File: config.mk
export PLATFORM = sky130hd
export DESIGN_NAME = sram_ctrl
export DESIGN_NICKNAME = d
export VERILOG_FILES = /design/src/rtl/sram_pkg.sv /design/src/rtl/sram_ctrl_timer.sv /design/src/rtl/sram_ctrl.sv
export SDC_FILE = /design/constraint.sdc
export NUM_CORES = 1
export LEC_CHECK = 0
export ABC_AREA = 1
export BUFFER_PORTS_ARGS = -buffer_cell sky130_fd_sc_hd__buf_2
export CORE_AREA = 5 5 61 63
export CTS_CLUSTER_DIAMETER = 60
export CTS_CLUSTER_SIZE = 30
export DETAILED_ROUTE_END_ITERATION = 7
export DIE_AREA = 0 0 66 68
export PLACE_DENSITY_LB_ADDON = 0.12
export SLEW_MARGIN = 25
export SYNTH_ARGS = -nofsm -noshare
export SYNTH_HDL_FRONTEND = slang
export SYNTH_SLANG_ARGS = --single-unit
export TNS_END_PERCENT = 20
File: constraint.sdc
create_clock -name clk -period 3.45 [get_ports clk]
set_input_delay 0.1725 -clock clk [delete_from_list [all_inputs] [get_ports clk]]
set_output_delay 0.1725 -clock clk [all_outputs]
set_load 0.1 [all_outputs]
File: src/rtl/sram_pkg.sv
// Shared definitions for the asynchronous SRAM controller: FSM state
// encoding and the sizing rule for the phase down-counter.
package sram_pkg;

  localparam logic [2:0] S_IDLE  = 3'd0;
  localparam logic [2:0] S_SETUP = 3'd1;
  localparam logic [2:0] S_PULSE = 3'd2;
  localparam logic [2:0] S_HOLD  = 3'd3;
  localparam logic [2:0] S_TURN  = 3'd4;

  // Wide enough to hold the longest phase length; never narrower than 1 bit.
  function automatic int cnt_width(input int s, input int p, input int h, input int t);
    int m;
    m = s;
    if (p > m) m = p;
    if (h > m) m = h;
    if (t > m) m = t;
    return (m < 1) ? 1 : $clog2(m + 1);
  endfunction

endpackage

File: src/rtl/sram_ctrl_timer.sv
// Loadable phase down-counter; done flags the last cycle of the current phase.
module sram_ctrl_timer #(
  parameter int CW = 1
) (
  input  logic          clk,
  input  logic          rst,
  input  logic          load,
  input  logic [CW-1:0] load_val,
  output logic          done
);

  logic [CW-1:0] cnt_q, cnt_d;

  always_comb begin
    cnt_d = cnt_q;
    if (load)
      cnt_d = load_val;
    else if (cnt_q != '0)
      cnt_d = cnt_q - CW'(1);
  end

  always_ff @(posedge clk or posedge rst) begin
    if (rst) cnt_q <= '0;
    else     cnt_q <= cnt_d;
  end

  assign done = (cnt_q == '0);

endmodule

File: src/rtl/sram_ctrl.sv
// Single-beat valid/ready front end driving registered, correctly sequenced
// cen/wen/oen strobes for an external asynchronous SRAM.
module sram_ctrl import sram_pkg::*; #(
  parameter int AW    = 8,
  parameter int DW    = 8,
  parameter int SETUP = 1,
  parameter int PULSE = 1,
  parameter int HOLD  = 1,
  parameter int TURN  = 1
) (
  input  logic          clk,
  input  logic          rst,
  input  logic          req_valid,
  output logic          req_ready,
  input  logic          req_we,
  input  logic [AW-1:0] req_addr,
  input  logic [DW-1:0] req_wdata,
  output logic          rsp_valid,
  output logic [DW-1:0] rsp_rdata,
  output logic [AW-1:0] sram_addr,
  output logic          sram_cen,
  output logic          sram_wen,
  output logic          sram_oen,
  output logic [DW-1:0] sram_dq_o,
  output logic          sram_dq_oe,
  input  logic [DW-1:0] sram_dq_i
);

  localparam int CW = cnt_width(SETUP, PULSE, HOLD, TURN);

  logic [2:0]    state_q, state_d;
  logic          we_q, we_d;
  logic [AW-1:0] addr_q, addr_d;
  logic [DW-1:0] wdata_q, wdata_d;
  logic          cen_q, cen_d, wen_q, wen_d, oen_q, oen_d, dq_oe_q, dq_oe_d;
  logic          rvalid_q, rvalid_d;
  logic [DW-1:0] rdata_q, rdata_d;
  logic          load, done, accept, active;
  logic [CW-1:0] load_val;

  sram_ctrl_timer #(.CW(CW)) u_timer (
    .clk      (clk),
    .rst      (rst),
    .load     (load),
    .load_val (load_val),
    .done     (done)
  );

  assign accept = req_valid && (state_q == S_IDLE);

  always_ff @(posedge clk or posedge rst) begin
    if (rst) state_q <= S_IDLE;
    else     state_q <= state_d;
  end

  // Every phase transition reloads the shared counter with (length - 1).
  always_comb begin
    state_d  = state_q;
    load     = 1'b0;
    load_val = '0;
    case (state_q)
      S_IDLE:  if (req_valid) begin
                 state_d = S_SETUP; load = 1'b1; load_val = CW'(SETUP - 1);
               end
      S_SETUP: if (done) begin
                 state_d = S_PULSE; load = 1'b1; load_val = CW'(PULSE - 1);
               end
      S_PULSE: if (done) begin
                 state_d = S_HOLD;  load = 1'b1; load_val = CW'(HOLD - 1);
               end
      S_HOLD:  if (done) begin
                 if (!we_q && TURN > 0) begin
                   state_d = S_TURN; load = 1'b1; load_val = CW'(TURN - 1);
                 end else begin
                   state_d = S_IDLE;
                 end
               end
      S_TURN:  if (done) state_d = S_IDLE;
      default: state_d = S_IDLE;
    endcase
  end

  // Strobes are computed from the next state so they change on the same
  // edge as the state, keeping every SRAM-side output a plain flop.
  always_comb begin
    we_d    = we_q;
    addr_d  = addr_q;
    wdata_d = wdata_q;
    if (accept) begin
      we_d    = req_we;
      addr_d  = req_addr;
      wdata_d = req_wdata;
    end
    active   = (state_d == S_SETUP) || (state_d == S_PULSE) || (state_d == S_HOLD);
    cen_d    = !active;
    wen_d    = !((state_d == S_PULSE) && we_d);
    oen_d    = !((state_d == S_PULSE) && !we_d);
    dq_oe_d  = active && we_d;
    rvalid_d = (state_q == S_PULSE) && done && !we_q;
    rdata_d  = rvalid_d ? sram_dq_i : rdata_q;
  end

  always_ff @(posedge clk or posedge rst) begin
    if (rst) begin
      we_q     <= 1'b0;
      addr_q   <= '0;
      wdata_q  <= '0;
      cen_q    <= 1'b1;
      wen_q    <= 1'b1;
      oen_q    <= 1'b1;
      dq_oe_q  <= 1'b0;
      rvalid_q <= 1'b0;
      rdata_q  <= '0;
    end else begin
      we_q     <= we_d;
      addr_q   <= addr_d;
      wdata_q  <= wdata_d;
      cen_q    <= cen_d;
      wen_q    <= wen_d;
      oen_q    <= oen_d;
      dq_oe_q  <= dq_oe_d;
      rvalid_q <= rvalid_d;
      rdata_q  <= rdata_d;
    end
  end

  assign req_ready  = (state_q == S_IDLE);
  assign rsp_valid  = rvalid_q;
  assign rsp_rdata  = rdata_q;
  assign sram_addr  = addr_q;
  assign sram_dq_o  = wdata_q;
  assign sram_cen   = cen_q;
  assign sram_wen   = wen_q;
  assign sram_oen   = oen_q;
  assign sram_dq_oe = dq_oe_q;

endmodule
==> out/results.tsv, run 1 <==
stage	metric	value	unit
synth	syn_avg_cell_area	9.77	um2
synth	syn_nets	166	
cts	cts-root-buf	clkbuf_4	
timing	maxClockFrequency	0.504	GHz
worst_hold_path	min_from	sram_dq_i[6]	
global_routing	overflow	0	
cts	clkSinkCount	33	
synth	ys_seq_area_share	61.5	%
timing	finClkSkew	8.68	ps
route	drt_wl_total	3070	um
critical_path	critPathMaxFanout	17	
critical_path	startpoint_type	register	
final_layout	drive_gt1_share	37.5	%
timing	period_share	57.5	%
place	place_area	0.00165	mm2
timing	setup_violations	0	
timing	worstMarginPinSlew	643	ps
die	dieArea	0.00449	mm2
critical_path	setup.worst_path.start	state_q[1]$_DFF_PP0_	
place	gp_congestion	0.707	
job	max-cap-violations	0	
timing	final_max_slew_viol_count	0	
die	rows	21	
outcome	outcome	finished, final reports clean	
critical_path	path_buf_inv	2	
timing	max-slew-margin-rel	57.0	%
route	vias_per_cell	4.61	
worst_hold_path	hp-class	in2reg	
synth	ys_warn_count	0	
global_routing	grt_pass1_wl	5270	um
cts	cts_tree	yes	
cts	clockBufferDepth	2	
synth	ys_ff_latch	33	
cts	clk_pin_slew	100	ps
critical_path	crit_arrival	1810	ps
die	coreArea	0.00318	mm2
critical_path	max_stage_delay	500	ps
final_layout	fin_nets	227	
global_routing	grt_pass1_vias	1167	
die	start_util	42.4	%
critical_path	required	3280	ps
global_routing	grt_max_degree	32	
place	dp_hpwl	2230	um
final_layout	final_cell_area	0.00171	mm2
cts	clock_latency	330	ps
cts	cts_resized	0	
place	portBuffers	57	
die	pin_count	58	
die	die_h	68	um
route	wire_per_inst	12.5	um
final_layout	insertedDiodeCount	0	
cts	postCtsSetupRepairBufs	0	
critical_path	critPathTopFamily	buffers and inverters	
critical_path	r2r_start	state_q[2]$_DFF_PP0_	
critical_path	crit_type	reg2out	
synth	syn-cell-area	0.00135	mm2
route	dr_total_vias	1135	
global_routing	grt_usage	15.8	%
route	firstDrtPassIters	4	
route	ant_nets	0	
timing	rsz0062_at_grt	no	
timing	fin_tns_setup	0	ps
synth	netlist_instances	138	
die	die_w	66	um
cts	cts_buffers	5	
critical_path	path_cells	inv_2 > nand2_2 > nor2_4 > buf_2	
route	first_iter_violations	87	
cts	cts_hold_buf	1	
route	drc_errors	0	
global_routing	antenna_found_initial	0	
timing	period_minus_slack	1980	ps
cts	cts_htree_levels	2	
timing	finalHoldViolCount	0	
final_layout	area_growth	26.6	%
critical_path	slowest_stage	buf_2	
synth	synth.distinct_cells	17	
critical_path	end_kind	output pin	
## cells by family (layout without fill, tap and decap cells)
logic type / count (synthesis) / after routing / share of synthesized area, %
buffers and inverters: 15 / 77 / 6.49
AND/OR/NAND/NOR: 81 / 81 / 28.7
AO/OA/AOI/OAI: 9 / 9 / 3.34
flip-flops: 33 / 33 / 61.5
## cell usage in the layout (no fill, tap or decap)
master         Yosys  routed
buf_2              1      57
buf_4              0       1
clkbuf_1           0       3
clkbuf_4           0       5
dfrtp_1           30      30
dfstp_2            3       3
dlygate4sd3_1      0       1
inv_1              8       7
inv_2              2       3
nand2_1           53      53
nand2_2            1       1
nand2_4            1       1
nand3_1           18      18
nand3_4            1       1
nand4_1            1       1
nor2_1             1       1
nor2_4             2       2
nor2_8             1       1
nor3_1             2       2
o21ai_0            9       9
## worst register-to-register path: stages, from the launching register on
cell and delay, ps:
dfrtp_1 480, nor2_4 200, nand3_4 220, nand2_1 150, nand2_1 90, nor2_1 100
## area by class of cell
cell class / instances / area, um2
clock buffers: 8 / 48.8
fillers: 311 / 1470
inverters: 10 / 37.5
multi-input cells: 90 / 432
flip-flops and latches: 33 / 830
well taps: 46 / 57.6
repair buffers: 59 / 303
## synth_stat cells
cell / count / area share (%)
inv_2: 2 / 0.56
nor2_8: 1 / 1.5
nand2_2: 1 / 0.46
o21ai_0: 9 / 3.3
nor3_1: 2 / 0.74
buf_6: 4 / 3.3
dfstp_2: 3 / 5.8
nand3_4: 1 / 1.3
nand4_1: 1 / 0.46
nand2_4: 1 / 0.83
nor2_1: 1 / 0.28
inv_1: 8 / 2.2
nor2_4: 2 / 1.7
dfrtp_1: 30 / 56
nand3_1: 18 / 6.7
buf_2: 1 / 0.37
nand2_1: 53 / 15
## worst paths after layout
path	end	slack, ps	cells past startpoint
worst max-delay path	req_ready	1470	4
worst min-delay path	rsp_rdata[6]$_DFFE_PP0P_	40	3
worst max register to register	sram_dq_oe$_DFF_PP0_	2140	5
worst min register to register	sram_dq_o[4]$_DFFE_PP0P_	480	2
max in group asynchronous	sram_addr[5]$_DFFE_PP0P_	2460	4
min in group asynchronous	sram_addr[1]$_DFFE_PP0P_	470	3
## registers in the layout, summed over array words and instances (netlist names)
name	cells
sram_oen	1
we_q	1
state_q	3
rsp_rdata	8
rsp_valid	1
sram_wen	1
sram_addr	8
sram_cen	1
sram_dq_oe	1
sram_dq_o	8
## routing by layer
layer | global-route usage [%] | up-vias | part of all wire [%]
li1 | - | 558 | -
met4 | 8.38 | 0 | 1.5
met2 | 27.2 | 46 | 50
met1 | 17.8 | 526 | 40
met5 | 0 | - | 0
met3 | 4.93 | 5 | 8.1
## stage by stage
step                      hold slack [ps]  instances  setup WS, ps  util, %
after floorplan                       289        138          2200        -
after global placement                376        237          1870     51.9
after detailed placement              306        237          1820     51.9
after CTS                            26.9        246          1450     53.7
after global routing                 37.8        246          1350     53.7
final                                38.1        246          1470     53.7
Power of run 1 is left out: the tool's default activity adds up to more than one toggle a clock period on the data nets, which glitch-free logic cannot reach.
==> run 2, diff against run 1 <==
CORE_AREA = 5 5 63 65   (was 5 5 61 63)
DIE_AREA = 0 0 68 70   (was 0 0 66 68)
clock period = 1.71 ns   (was 3.45 ns; I/O delays follow)
==> run 2 against run 1 <==
Effect of this change:
- sequential share of layout area down 6.8 points
- design area up 16%
- worst setup slack worse by 1200 ps
- critical path type unchanged
- critical endpoint unchanged
- highest routed layer unchanged
==> out/results.tsv, run 2 (same netlist as run 1, synthesis figures left out) <==
stage	metric	value	unit	change
cts	cts-root-buf	clkbuf_4		
route	wire_per_inst	12.3	um	-1.1%
route	drt_wl_total	3340	um	+9.0%
route	vias_per_cell	4.53		-1.9%
die	coreArea	0.00328	mm2	+3.3%
critical_path	end_kind	output pin		
die	die_h	70	um	+2.9%
timing	max-slew-margin-rel	67.3	%	+10 points
timing	fin_tns_setup	0	ps	unchanged
cts	clockBufferDepth	2		unchanged
final_layout	area_growth	47.1	%	
timing	setup_violations	0		unchanged
route	first_iter_violations	18		-79%
route	firstDrtPassIters	4		unchanged
worst_hold_path	worstHoldPathCells	4		+1
die	start_util	41.1	%	-1.4 points
global_routing	grt_pass1_vias	1335		+14%
critical_path	regToRegSetupSlack	420	ps	-1720 ps
final_layout	utilization	60.4	%	+6.7 points
cts	clk_pin_slew	100	ps	about the same
cts	cts_tree	yes		
timing	final_max_slew_viol_count	0		unchanged
place	gp_congestion	0.623		-12%
worst_hold_path	min_from	req_we		
die	pin_count	58		unchanged
critical_path	r2r_start	state_q[2]$_DFF_PP0_		
critical_path	crit_arrival	1370	ps	-440 ps
global_routing	overflow	0		unchanged
cts	cts_resized	0		unchanged
critical_path	max_stage_delay	460	ps	-40 ps
critical_path	timing.rr.end	sram_dq_oe$_DFF_PP0_		
timing	finClkSkew	11.1	ps	+2.42 ps
timing	rsz0062_at_grt	no		
critical_path	worst-r2r-cell-count	5		unchanged
final_layout	final_common_cell	buf_2		
final_layout	final_cell_mix	56 x buf_2, 53 x nand2_1, 30 x dfrtp_1, 25 x dlygate4sd3_1, 18 x nand3_1		
global_routing	grt_max_degree	34		+6.3%
critical_path	critPathMaxFanout	5		-12
timing	finalHoldViolCount	0		unchanged
die	dieArea	0.00476	mm2	+6.1%
worst_hold_path	whs_endpoint	sram_wen$_DFF_PP1_		
global_routing	grt_usage	15.9	%	+0.10 points
worst_hold_path	hp-class	in2reg		
timing	period_minus_slack	1450	ps	
timing	period_share	85.0	%	
route	dr_total_vias	1227		+8.1%
critical_path	path_cells	inv_2 > nand2_2 > nor2_4 > buf_12		
job	max-cap-violations	0		unchanged
final_layout	drive_gt1_share	34.2	%	-3.3 points
global_routing	antenna_found_initial	0		unchanged
die	rows	21		unchanged
cts	cts_htree_levels	2		unchanged
global_routing	grt_pass1_wl	5800	um	+10%
critical_path	required	1620	ps	-1660 ps
final_layout	fin_nets	253		+11%
critical_path	slowest_stage	dfrtp_1		
cts	clkSinkCount	33		unchanged
place	dp_hpwl	2200	um	-1.4%
critical_path	crit_type	reg2out		
route	drc_errors	0		unchanged
die	die_w	68	um	+3.0%
cts	cts_buffers	5		unchanged
final_layout	insertedDiodeCount	0		unchanged
timing	maxClockFrequency	0.688	GHz	
route	ant_nets	0		unchanged
timing	worstMarginPinSlew	493	ps	-150 ps
cts	clock_latency	330	ps	about the same
place	portBuffers	57		unchanged
outcome	outcome	finished, final reports clean		
critical_path	startpoint_type	register		
==> run 2: changes by cell type in the layout (fill, tap and decap cells not counted), sizes merged <==
cell | previous run | this run
buf | 58 | 60
clkbuf | 8 | 7
dlygate4sd3 | 1 | 25
==> run 2: how the worst max path moves through the flow <==
| stage | from | to | slack, ps | cells past startpoint |
|---|---|---|---|---|
| final | state_q[1]$_DFF_PP0_ | req_ready | 260 | 4 |
| after global routing | state_q[1]$_DFF_PP0_ | req_ready | 160 | 4 |
| after CTS | state_q[1]$_DFF_PP0_ | req_ready | 40 | 4 |
| after detailed placement | state_q[1]$_DFF_PP0_ | req_ready | 420 | 4 |
| after global placement | state_q[1]$_DFF_PP0_ | req_ready | 440 | 4 |
| after floorplan | state_q[1]$_DFF_PP0_ | sram_addr[5]$_DFFE_PP0P_ | 460 | 6 |
==> run 2: per-stage QoR <==
step                      cell area [um2]  hold slack, ps  setup slack (ps)  instances
after global routing                 1980            82.6               160        271
final                                1980            73.6               257        271
after CTS                            1970            71.1              36.1        269
after global placement               1660             187               440        237
after detailed placement             1660             196               416        237
after floorplan                      1350             202               462        138
==> run 2: what timing repair did <==
| action | CTS | global route |
|---|---|---|
| setup endpoints to repair | 0 | 1 |
| hold buffers | 25 | 0 |
| setup buffers | 0 | 2 |
| endpoints found under the hold margin | 54 | 0 |
==> run 2: layout make-up <==
type / count / area, um2
repair buffers: 85 / 573
fillers: 288 / 1300
flip-flops and latches: 33 / 830
well taps: 46 / 57.6
multi-input cells: 90 / 432
inverters: 10 / 37.5
clock buffers: 7 / 55.1
==> run 2: critical path, delay by kind of cell, from the launching register on <==
kind | cells | cell delay (ps)
flip-flops | 1 | 460
buffers and inverters | 2 | 320
AND/OR/NAND/NOR | 2 | 270
==> run 2: metal layers <==
metal  track usage [%]  part of all wire (%)
met4              6.62                   1.3
met1              16.2                    38
met5                 0                     0
met3              4.81                   7.5
met2              29.0                    53
Power of run 2 is left out for the same reason.
==> run 3, diff against run 2 <==
clock period = 1.2 ns   (was 1.71 ns; I/O delays follow)
==> run 3 against run 2 <==
Effect of this change:
- clock-buffer cell count is the same
- the run now ends with negative setup slack left
- via count rose by 4.3%
- global-route usage rose by 0.54 points
- first-iteration DRC count is 120% higher
==> out/results.tsv, run 3 (same netlist as run 1, synthesis figures left out) <==
stage	metric	value	unit	change
outcome	outcome	finished with violations		
outcome	violations	negative setup slack		
critical_path	path_common_cell	buf_12		
worst_hold_path	hp-class	in2reg		
cts	clockBufferDepth	2		unchanged
timing	finClkSkew	8.39	ps	-2.71 ps
critical_path	crit_arrival	1270	ps	-100 ps
global_routing	overflow	0		unchanged
critical_path	required	1140	ps	-480 ps
cts	cts_tree	yes		
cts	clk_pin_slew	100	ps	about the same
route	vias_per_cell	4.52		-0.10%
global_routing	grt_pass1_vias	1323		-0.90%
timing	whs	33.7	ps	-39.9 ps
critical_path	critPathMaxFanout	2		-3
global_routing	grt_usage	16.5	%	+0.54 points
die	start_util	41.1	%	unchanged
global_routing	antenna_found_initial	0		unchanged
timing	rsz0062_at_grt	yes		
route	drc_errors	0		unchanged
critical_path	slowest_stage	dfrtp_1		
die	die_h	70	um	unchanged
timing	period_minus_slack	1330	ps	
timing	setup_violations	17		+17
critical_path	max_stage_delay	410	ps	-50 ps
timing	final_max_slew_viol_count	0		unchanged
cts	clock_latency	330	ps	about the same
die	die_w	68	um	unchanged
route	ant_nets	0		unchanged
route	firstDrtPassIters	4		unchanged
die	pin_count	58		unchanged
place	dp_hpwl	2290	um	+4.3%
critical_path	startpoint_type	register		
final_layout	drive_gt1_share	39.7	%	+5.4 points
final_layout	area_growth	67.0	%	
final_layout	fin_nets	264		+4.3%
final_layout	final_cell_mix	51 x nand2_1, 29 x buf_2, 29 x dfrtp_1, 25 x dlygate4sd3_1, 20 x clkbuf_4		
route	drt_wl_total	3620	um	+8.1%
final_layout	insertedDiodeCount	0		unchanged
route	dr_total_vias	1280		+4.3%
route	first_iter_violations	39		+21
global_routing	grt_pass1_wl	5880	um	+1.4%
timing	maxClockFrequency	0.754	GHz	
critical_path	path_cells	inv_2 > nand2_4 > nor2_4 > buf_12 > buf_12		
place	gp_congestion	0.776		+25%
cts	cts_buffers	5		unchanged
final_layout	final_common_cell	nand2_1		
cts	clkSinkCount	33		unchanged
route	wire_per_inst	12.8	um	+3.5%
global_routing	grt_max_degree	34		unchanged
cts	cts-root-buf	clkbuf_4		
timing	worstMarginPinSlew	489	ps	-4.20 ps
timing	finalHoldViolCount	0		unchanged
die	coreArea	0.00328	mm2	unchanged
die	rows	21		unchanged
timing	period_share	111	%	
die	dieArea	0.00476	mm2	unchanged
critical_path	crit_type	reg2out		
critical_path	path_buf_inv	3		+1
cts	cts_htree_levels	2		unchanged
place	portBuffers	57		unchanged
timing	max-slew-margin-rel	67.6	%	+0.28 points
job	max-cap-violations	0		unchanged
critical_path	critPathTopFamily	flip-flops		
timing	timing.final.ws_setup	-127	ps	-383 ps
critical_path	end_kind	output pin		
run 3: cell types whose count changed in the layout (fill, tap and decap cells not counted), sizes merged:
| cell | change |
|---|---|
| bufinv | +1 |
| clkbuf | +15 |
| buf | -4 |
run 3: worst reg2reg max path, cell delays in order, from the launching register on:
cell	delay, ps
dfrtp_1	410
buf_4	150
nor2_4	160
nand3_4	150
buf_12	170
nand2_1	60
nand2_1	50
run 3: worst paths after layout:
check	start	end	slack, ps	cells after the start
min in group asynchronous	rst	sram_dq_o[1]$_DFFE_PP0P_	350	4
worst max-delay path	state_q[0]$_DFF_PP0_	req_ready	-130	5
worst max register to register	state_q[0]$_DFF_PP0_	sram_dq_o[3]$_DFFE_PP0P_	-60	6
worst min register to register	sram_dq_o[7]$_DFFE_PP0P_	sram_dq_o[7]$_DFFE_PP0P_	490	2
max in group asynchronous	rst	sram_wen$_DFF_PP1_	530	4
worst min-delay path	req_we	sram_wen$_DFF_PP1_	30	4
run 3: layer usage:
metal	global-route usage (%)	vias to the layer above	wire length, um
li1	-	631	-
met1	17.3	603	1410
met2	29.4	41	1940
met3	5.61	5	210
met4	5.96	0	57
met5	0	-	0
run 3: cell type report:
type | count | area, um2
clock buffer | 7 | 55.1
inverter | 10 | 37.5
clock inverter | 1 | 30.0
tap | 46 | 57.6
sequential | 33 | 831
multi-input combinational | 90 | 444
fill | 262 | 1030
timing repair buffer | 96 | 797
run 3: repair_timing:
action	CTS	global route
pin swaps	4	4
endpoints found under the setup margin	10	43
hold endpoints to repair	54	0
gates resized for setup	11	23
hold buffers	25	0
setup buffers	5	3
run 3: per-stage QoR:
stage	instance area (um2)	setup WS, ps	setup TNS [ps]	cells	utilization [%]
after CTS	2170	-155	-456	280	66.1
after floorplan	1360	-38.5	-270	138	-
after detailed placement	1770	54.9	0	242	54.0
final	2250	-127	-735	283	68.6
after global routing	2250	-192	-2880	283	68.6
after global placement	1770	86.1	0	242	54.0
Power of run 3 is left out for the same reason.
